**config.mk**
```make
export PLATFORM = sky130hd
export DESIGN_NAME = sle_bank_ctrl
export DESIGN_NICKNAME = d
export VERILOG_FILES = /design/src/rtl/sle_bank_ctrl.sv
export SDC_FILE = /design/constraint.sdc
export NUM_CORES = 1
export LEC_CHECK = 0
export BUFFER_PORTS_ARGS = -buffer_cell sky130_fd_sc_hd__buf_2
export CORE_MARGIN = 2
export CORE_UTILIZATION = 49
export CTS_CLUSTER_SIZE = 16
export DETAILED_ROUTE_END_ITERATION = 10
export PLACE_DENSITY = 0.77
export SLEW_MARGIN = 40
export SYNTH_ARGS = -nofsm -noshare
export SYNTH_HDL_FRONTEND = slang
export SYNTH_SLANG_ARGS = --single-unit
```
**constraint.sdc**
```tcl
create_clock -name clk -period 2.3 [get_ports clk]
set_input_delay 0.46 -clock clk [delete_from_list [all_inputs] [get_ports clk]]
set_output_delay 0.46 -clock clk [all_outputs]
set_load 0.01 [all_outputs]
```
**src/rtl/sle_bank_ctrl.sv**
```systemverilog
// sle_bank_ctrl: command sequencer driving D/En/SLn/SD of an SLE register
// bank; keeps a shadow of the bank and optionally checks Q readback.
//
// Ports: clk, ALn (async active-low reset shared with the bank),
//   cmd_valid/cmd_ready/cmd_op/cmd_data (command handshake),
//   ser_in (serial shift bit), q_in (bank Q readback),
//   D/En/SLn/SD (registered bank drive), done (one-cycle pulse),
//   err (readback mismatch, held until the next done).
// Macro SLE_BANK_CTRL_CHECK_EN compiles in the CHECK state and q_in compare;
// without it err is tied 0 and q_in is unused.
module sle_bank_ctrl #(
  parameter int   WIDTH  = 8,
  parameter logic SD_VAL = 1'b0
) (
  input  logic             clk,
  input  logic             ALn,
  input  logic             cmd_valid,
  output logic             cmd_ready,
  input  logic [1:0]       cmd_op,
  input  logic [WIDTH-1:0] cmd_data,
  input  logic             ser_in,
  input  logic [WIDTH-1:0] q_in,
  output logic [WIDTH-1:0] D,
  output logic             En,
  output logic             SLn,
  output logic             SD,
  output logic             done,
  output logic             err
);

  localparam logic [1:0] OP_LOAD  = 2'b00;
  localparam logic [1:0] OP_CLEAR = 2'b01;
  localparam logic [1:0] OP_SHIFT = 2'b10;

`ifdef SLE_BANK_CTRL_CHECK_EN
  typedef enum logic [1:0] {
    S_IDLE,
    S_DRIVE,
    S_CHECK
  } state_e;
`else
  typedef enum logic [0:0] {
    S_IDLE,
    S_DRIVE
  } state_e;
`endif

  state_e           state_q, state_d;
  logic [WIDTH-1:0] shadow_q, shadow_d;
  logic [3:0]       cnt_q, cnt_d;
  logic [WIDTH-1:0] d_q, d_d;
  logic             en_q, en_d;
  logic             sln_q, sln_d;
  logic             sd_q, sd_d;
  logic             done_q, done_d;
  logic [WIDTH-1:0] shift_val;
  logic             is_load;
  logic             is_clr;
  logic             is_shift;

  assign shift_val = {shadow_q[WIDTH-2:0], ser_in};
  assign is_load   = cmd_op == OP_LOAD;
  assign is_clr    = cmd_op == OP_CLEAR;
  assign is_shift  = (cmd_op == OP_SHIFT) && (cmd_data[3:0] != 4'd0);

`ifdef SLE_BANK_CTRL_CHECK_EN
  logic err_q, err_d;
`endif

  // Drive values are launched at the edge before the DRIVE cycle, so the
  // shadow already holds what the bank will capture at the end of it.
  always_comb begin
    state_d  = state_q;
    shadow_d = shadow_q;
    cnt_d    = cnt_q;
    d_d      = '0;
    en_d     = 1'b0;
    sln_d    = 1'b1;
    sd_d     = 1'b0;
    done_d   = 1'b0;
`ifdef SLE_BANK_CTRL_CHECK_EN
    err_d    = err_q;
`endif
    unique case (state_q)
      S_IDLE: begin
        if (cmd_valid) begin
          unique case (1'b1)
            is_load: begin
              state_d  = S_DRIVE;
              d_d      = cmd_data;
              en_d     = 1'b1;
              shadow_d = cmd_data;
              cnt_d    = 4'd0;
            end
            is_clr: begin
              state_d  = S_DRIVE;
              en_d     = 1'b1;
              sln_d    = 1'b0;
              sd_d     = SD_VAL;
              shadow_d = {WIDTH{SD_VAL}};
              cnt_d    = 4'd0;
            end
            is_shift: begin
              state_d  = S_DRIVE;
              d_d      = shift_val;
              en_d     = 1'b1;
              shadow_d = shift_val;
              cnt_d    = cmd_data[3:0] - 4'd1;
            end
            default: begin
              done_d = 1'b1;
`ifdef SLE_BANK_CTRL_CHECK_EN
              err_d  = 1'b0;
`endif
            end
          endcase
        end
      end
      S_DRIVE: begin
        if (cnt_q != 4'd0) begin
          d_d      = shift_val;
          en_d     = 1'b1;
          shadow_d = shift_val;
          cnt_d    = cnt_q - 4'd1;
        end else begin
`ifdef SLE_BANK_CTRL_CHECK_EN
          state_d = S_CHECK;
`else
          state_d = S_IDLE;
          done_d  = 1'b1;
`endif
        end
      end
`ifdef SLE_BANK_CTRL_CHECK_EN
      S_CHECK: begin
        state_d = S_IDLE;
        done_d  = 1'b1;
        err_d   = q_in != shadow_q;
      end
`endif
      default: state_d = S_IDLE;
    endcase
  end

  always_ff @(posedge clk or negedge ALn) begin
    if (!ALn) begin
      state_q  <= S_IDLE;
      shadow_q <= '0;
      cnt_q    <= 4'd0;
      d_q      <= '0;
      en_q     <= 1'b0;
      sln_q    <= 1'b1;
      sd_q     <= 1'b0;
      done_q   <= 1'b0;
    end else begin
      state_q  <= state_d;
      shadow_q <= shadow_d;
      cnt_q    <= cnt_d;
      d_q      <= d_d;
      en_q     <= en_d;
      sln_q    <= sln_d;
      sd_q     <= sd_d;
      done_q   <= done_d;
    end
  end

`ifdef SLE_BANK_CTRL_CHECK_EN
  always_ff @(posedge clk or negedge ALn) begin
    if (!ALn) begin
      err_q <= 1'b0;
    end else begin
      err_q <= err_d;
    end
  end

  assign err = err_q;
`else
  logic unused_q_in;
  assign unused_q_in = ^q_in;
  assign err = 1'b0;
`endif

  assign cmd_ready = state_q == S_IDLE;
  assign D         = d_q;
  assign En        = en_q;
  assign SLn       = sln_q;
  assign SD        = sd_q;
  assign done      = done_q;

endmodule

```
==> metrics.txt <==
status=finished clean; #FFs+latches synth=22; highest net fanout along the worst path=10; Die Wd=52.3 µm; Critical Path Source Type=flip-flop; clock skew=0.00540 ns; final slew viol count=0; Die Span Y=52.3 µm; vias in the first global route=844; setup TNS=0 ns; share of the yosys chip area belonging to registers=48.4%; Layout area overhead=17.3%; Worst Tran Pin Value=0.532 ns; DR iter-0 viols=11; Reg clk slew, reported paths=0.13 ns; Max IR drop VDD=0.605 mV; total clock sinks=22; warnings from Yosys=0; IO Pins=36; Synth cell types=32; root buffer cell=clkbuf_4; Post-CTS Setup Repair Bufs=0; final critical-path required period=1.76 ns; Comb pwr share=43.2%; syn avg cell area=11.0 µm²; grt total ovfl=0; Post-CTS Hold Buffers=0; port bufs=25; Critical Path Slowest Stage Cell=dfrtp_1; layout net count=158; Crit. End Element=flip-flop; FMAX=568 MHz; n_diodes=0; Vias/cell=5.46; global placement routability congestion=0.868; CTS buffer count=3; Die Footprint=2730 µm²; Worst EP arrival=1.98 ns; share of cells above drive strength 1=33.3%; clk buf depth=2; Post-synth EDFFs=0; GRT Overall Usage=18.4%; largest cells by area after synthesis=dfrtp_1 46%, o221ai_1 6.9%, inv_1 5.3%; CP peak stage delay=0.43 ns; initial antenna violation count=0; # fillers=196; Final Hold Fails=0; CORE AREA=2210 µm²; RSZ-0062 raised after global routing=no; Pwr Density=1210 nW/µm²; largest net degree at the start of global routing=23; CP top delay family=flip-flops; DP HPWL=1690 µm; Cell Int Power=0.00104 W; switching share of power=35.9%; ANT nets after route=0; DRT Pass-1 Iters=4; register area=552 µm²; CTS tree=done; Multi-input gate area=499 µm²; FFs w/ async S/R, synth=100%; total number of vias=874; final WL=2180 µm; clock share of power=18.5%; Final Setup Violations=0; Gate Count Post-Synth=104; Yosys top cell area share=46.1%; Routed WL per cell=13.6 µm; htree depth=1; max-cap viol count=0; Final Cycle Share=76.6%; WS Path Type=reg2reg; residual DRC count=0; main flop type after synthesis=dfrtp_1; Yosys top cell by area=dfrtp_1; slew margin rel.=64.5%; post_cts resized=0; Buf+Inv Stages, Crit Path=1; starting density of the core=51.6%; first-pass GRT wire length=3630 µm; final hold slack=0.0860 ns; Psw=0.000582 W; worst-path cell chain=inv_1 -> ha_1 -> nor3b_2 -> o32ai_4 -> mux2_4; row cnt=17; Tightest Hold Check Type=in2async; Critical Path RT=2.52 ns; sequential share of power=38.2%; clock latency on the worst-skew pair=0.31 ns; Post-Syn Area=1140 µm²; Pleak=0.650 nW
[placed cells by master (no fill, tap or decap)]
cell / Yosys / layout
o32ai_1: 2 / 2
and4bb_2: 1 / 1
nor2_1: 1 / 1
nor3b_1: 2 / 2
or2_2: 2 / 2
o32ai_4: 1 / 1
nor2b_1: 1 / 1
nor4bb_2: 1 / 1
dfrtp_1: 21 / 21
xnor2_1: 2 / 2
nand2_1: 11 / 11
clkbuf_4: 0 / 3
or3b_1: 1 / 1
dfstp_2: 1 / 1
mux2_4: 2 / 2
inv_1: 16 / 16
and3b_1: 1 / 1
o311a_2: 1 / 1
bufinv_16: 0 / 1
nor3b_2: 1 / 1
ha_1: 3 / 3
or2b_1: 1 / 1
o21ai_0: 11 / 11
and2_1: 1 / 1
a2bb2oi_2: 1 / 1
nor3_1: 1 / 1
nand2b_4: 1 / 1
conb_1: 1 / 2
o31ai_1: 1 / 1
o221ai_1: 9 / 9
buf_2: 0 / 25
buf_4: 3 / 2
a41oi_1: 1 / 1
nor4b_2: 1 / 1
[state kept, by name (all words and copies together), names as in the netlist]
| register | flops |
|---|---|
| SLn | 1 |
| D | 8 |
| done | 1 |
| cnt_q | 4 |
| shadow_q | 7 |
| En | 1 |
[stage by stage]
step	util (%)	power, W	instances	setup WS [ns]	cell area, µm²
6_report	60.5	0.00162	160	0.539	1340
5_1_grt	60.5	0.00174	160	0.409	1340
4_1_cts	60.5	0.00163	160	0.520	1340
3_5_place_dp	58.1	0.00134	156	0.268	1290
3_3_place_gp	58.1	0.00130	156	0.289	1290
2_1_floorplan	-	0.00114	105	0.568	1140
[cell type report]
class / count / share of cell area, %
flip-flops and latches: 22 / 41.2
inverters: 16 / 4.49
clock buffers: 3 / 1.68
clock inverters: 1 / 2.24
multi-input cells: 63 / 37.3
well taps: 28 / 2.62
repair buffers: 27 / 10.5
[power by group through the flow]
stage	combinational [W]	sequential, W	clock (W)
6_report	0.000701	0.000620	0.000301
5_1_grt	0.000777	0.000640	0.000319
2_1_floorplan	0.000505	0.000636	0
4_1_cts	0.000707	0.000621	0.000304
3_5_place_dp	0.000703	0.000632	0
3_3_place_gp	0.000676	0.000620	0
[logic make-up (layout without fill, tap and decap cells)]
kind of cell               after synthesis  count (layout)  synth area share [%]
AOI/OAI and AO/OA                       27              27                  19.4
and+or+nand+nor                         27              27                  16.2
DFF                                     22              22                  48.4
buffers and inverters                   20              47                  8.22
adders and majority gates                3               3                  3.29
xor gates and xnor gates                 2               2                  1.54
muxes                                    2               2                  2.63
other                                    1               2                 0.329
[per-layer routing]
metal	global-route usage, %	routed length (µm)
met1	21.9	971
met2	31.9	1080
met4	8.55	27
met5	0	0
met3	3.43	105
[synth_stat cells, types with 2 or more instances]
master	n
buf_4	3
dfrtp_1	21
ha_1	3
inv_1	16
mux2_4	2
nand2_1	11
nor3b_1	2
o21ai_0	11
o221ai_1	9
o32ai_1	2
or2_2	2
xnor2_1	2
[worst paths after layout]
path | cells past startpoint | from | slack (ns) | end
worst max-delay path | 5 | cnt_q[0] | 0.54 | cnt_q[0]
worst min-delay path | 1 | ALn | 0.09 | shadow_q[3]
worst max register to register | 5 | cnt_q[0] | 0.54 | cnt_q[0]
worst min register to register | 1 | cnt_q[1] | 0.56 | cnt_q[1]
max in group asynchronous | 1 | ALn | 1.86 | SLn
min in group clk | 2 | cmd_op[0] | 0.31 | SLn
No activity file was read; power rests on OpenSTA's default activity.
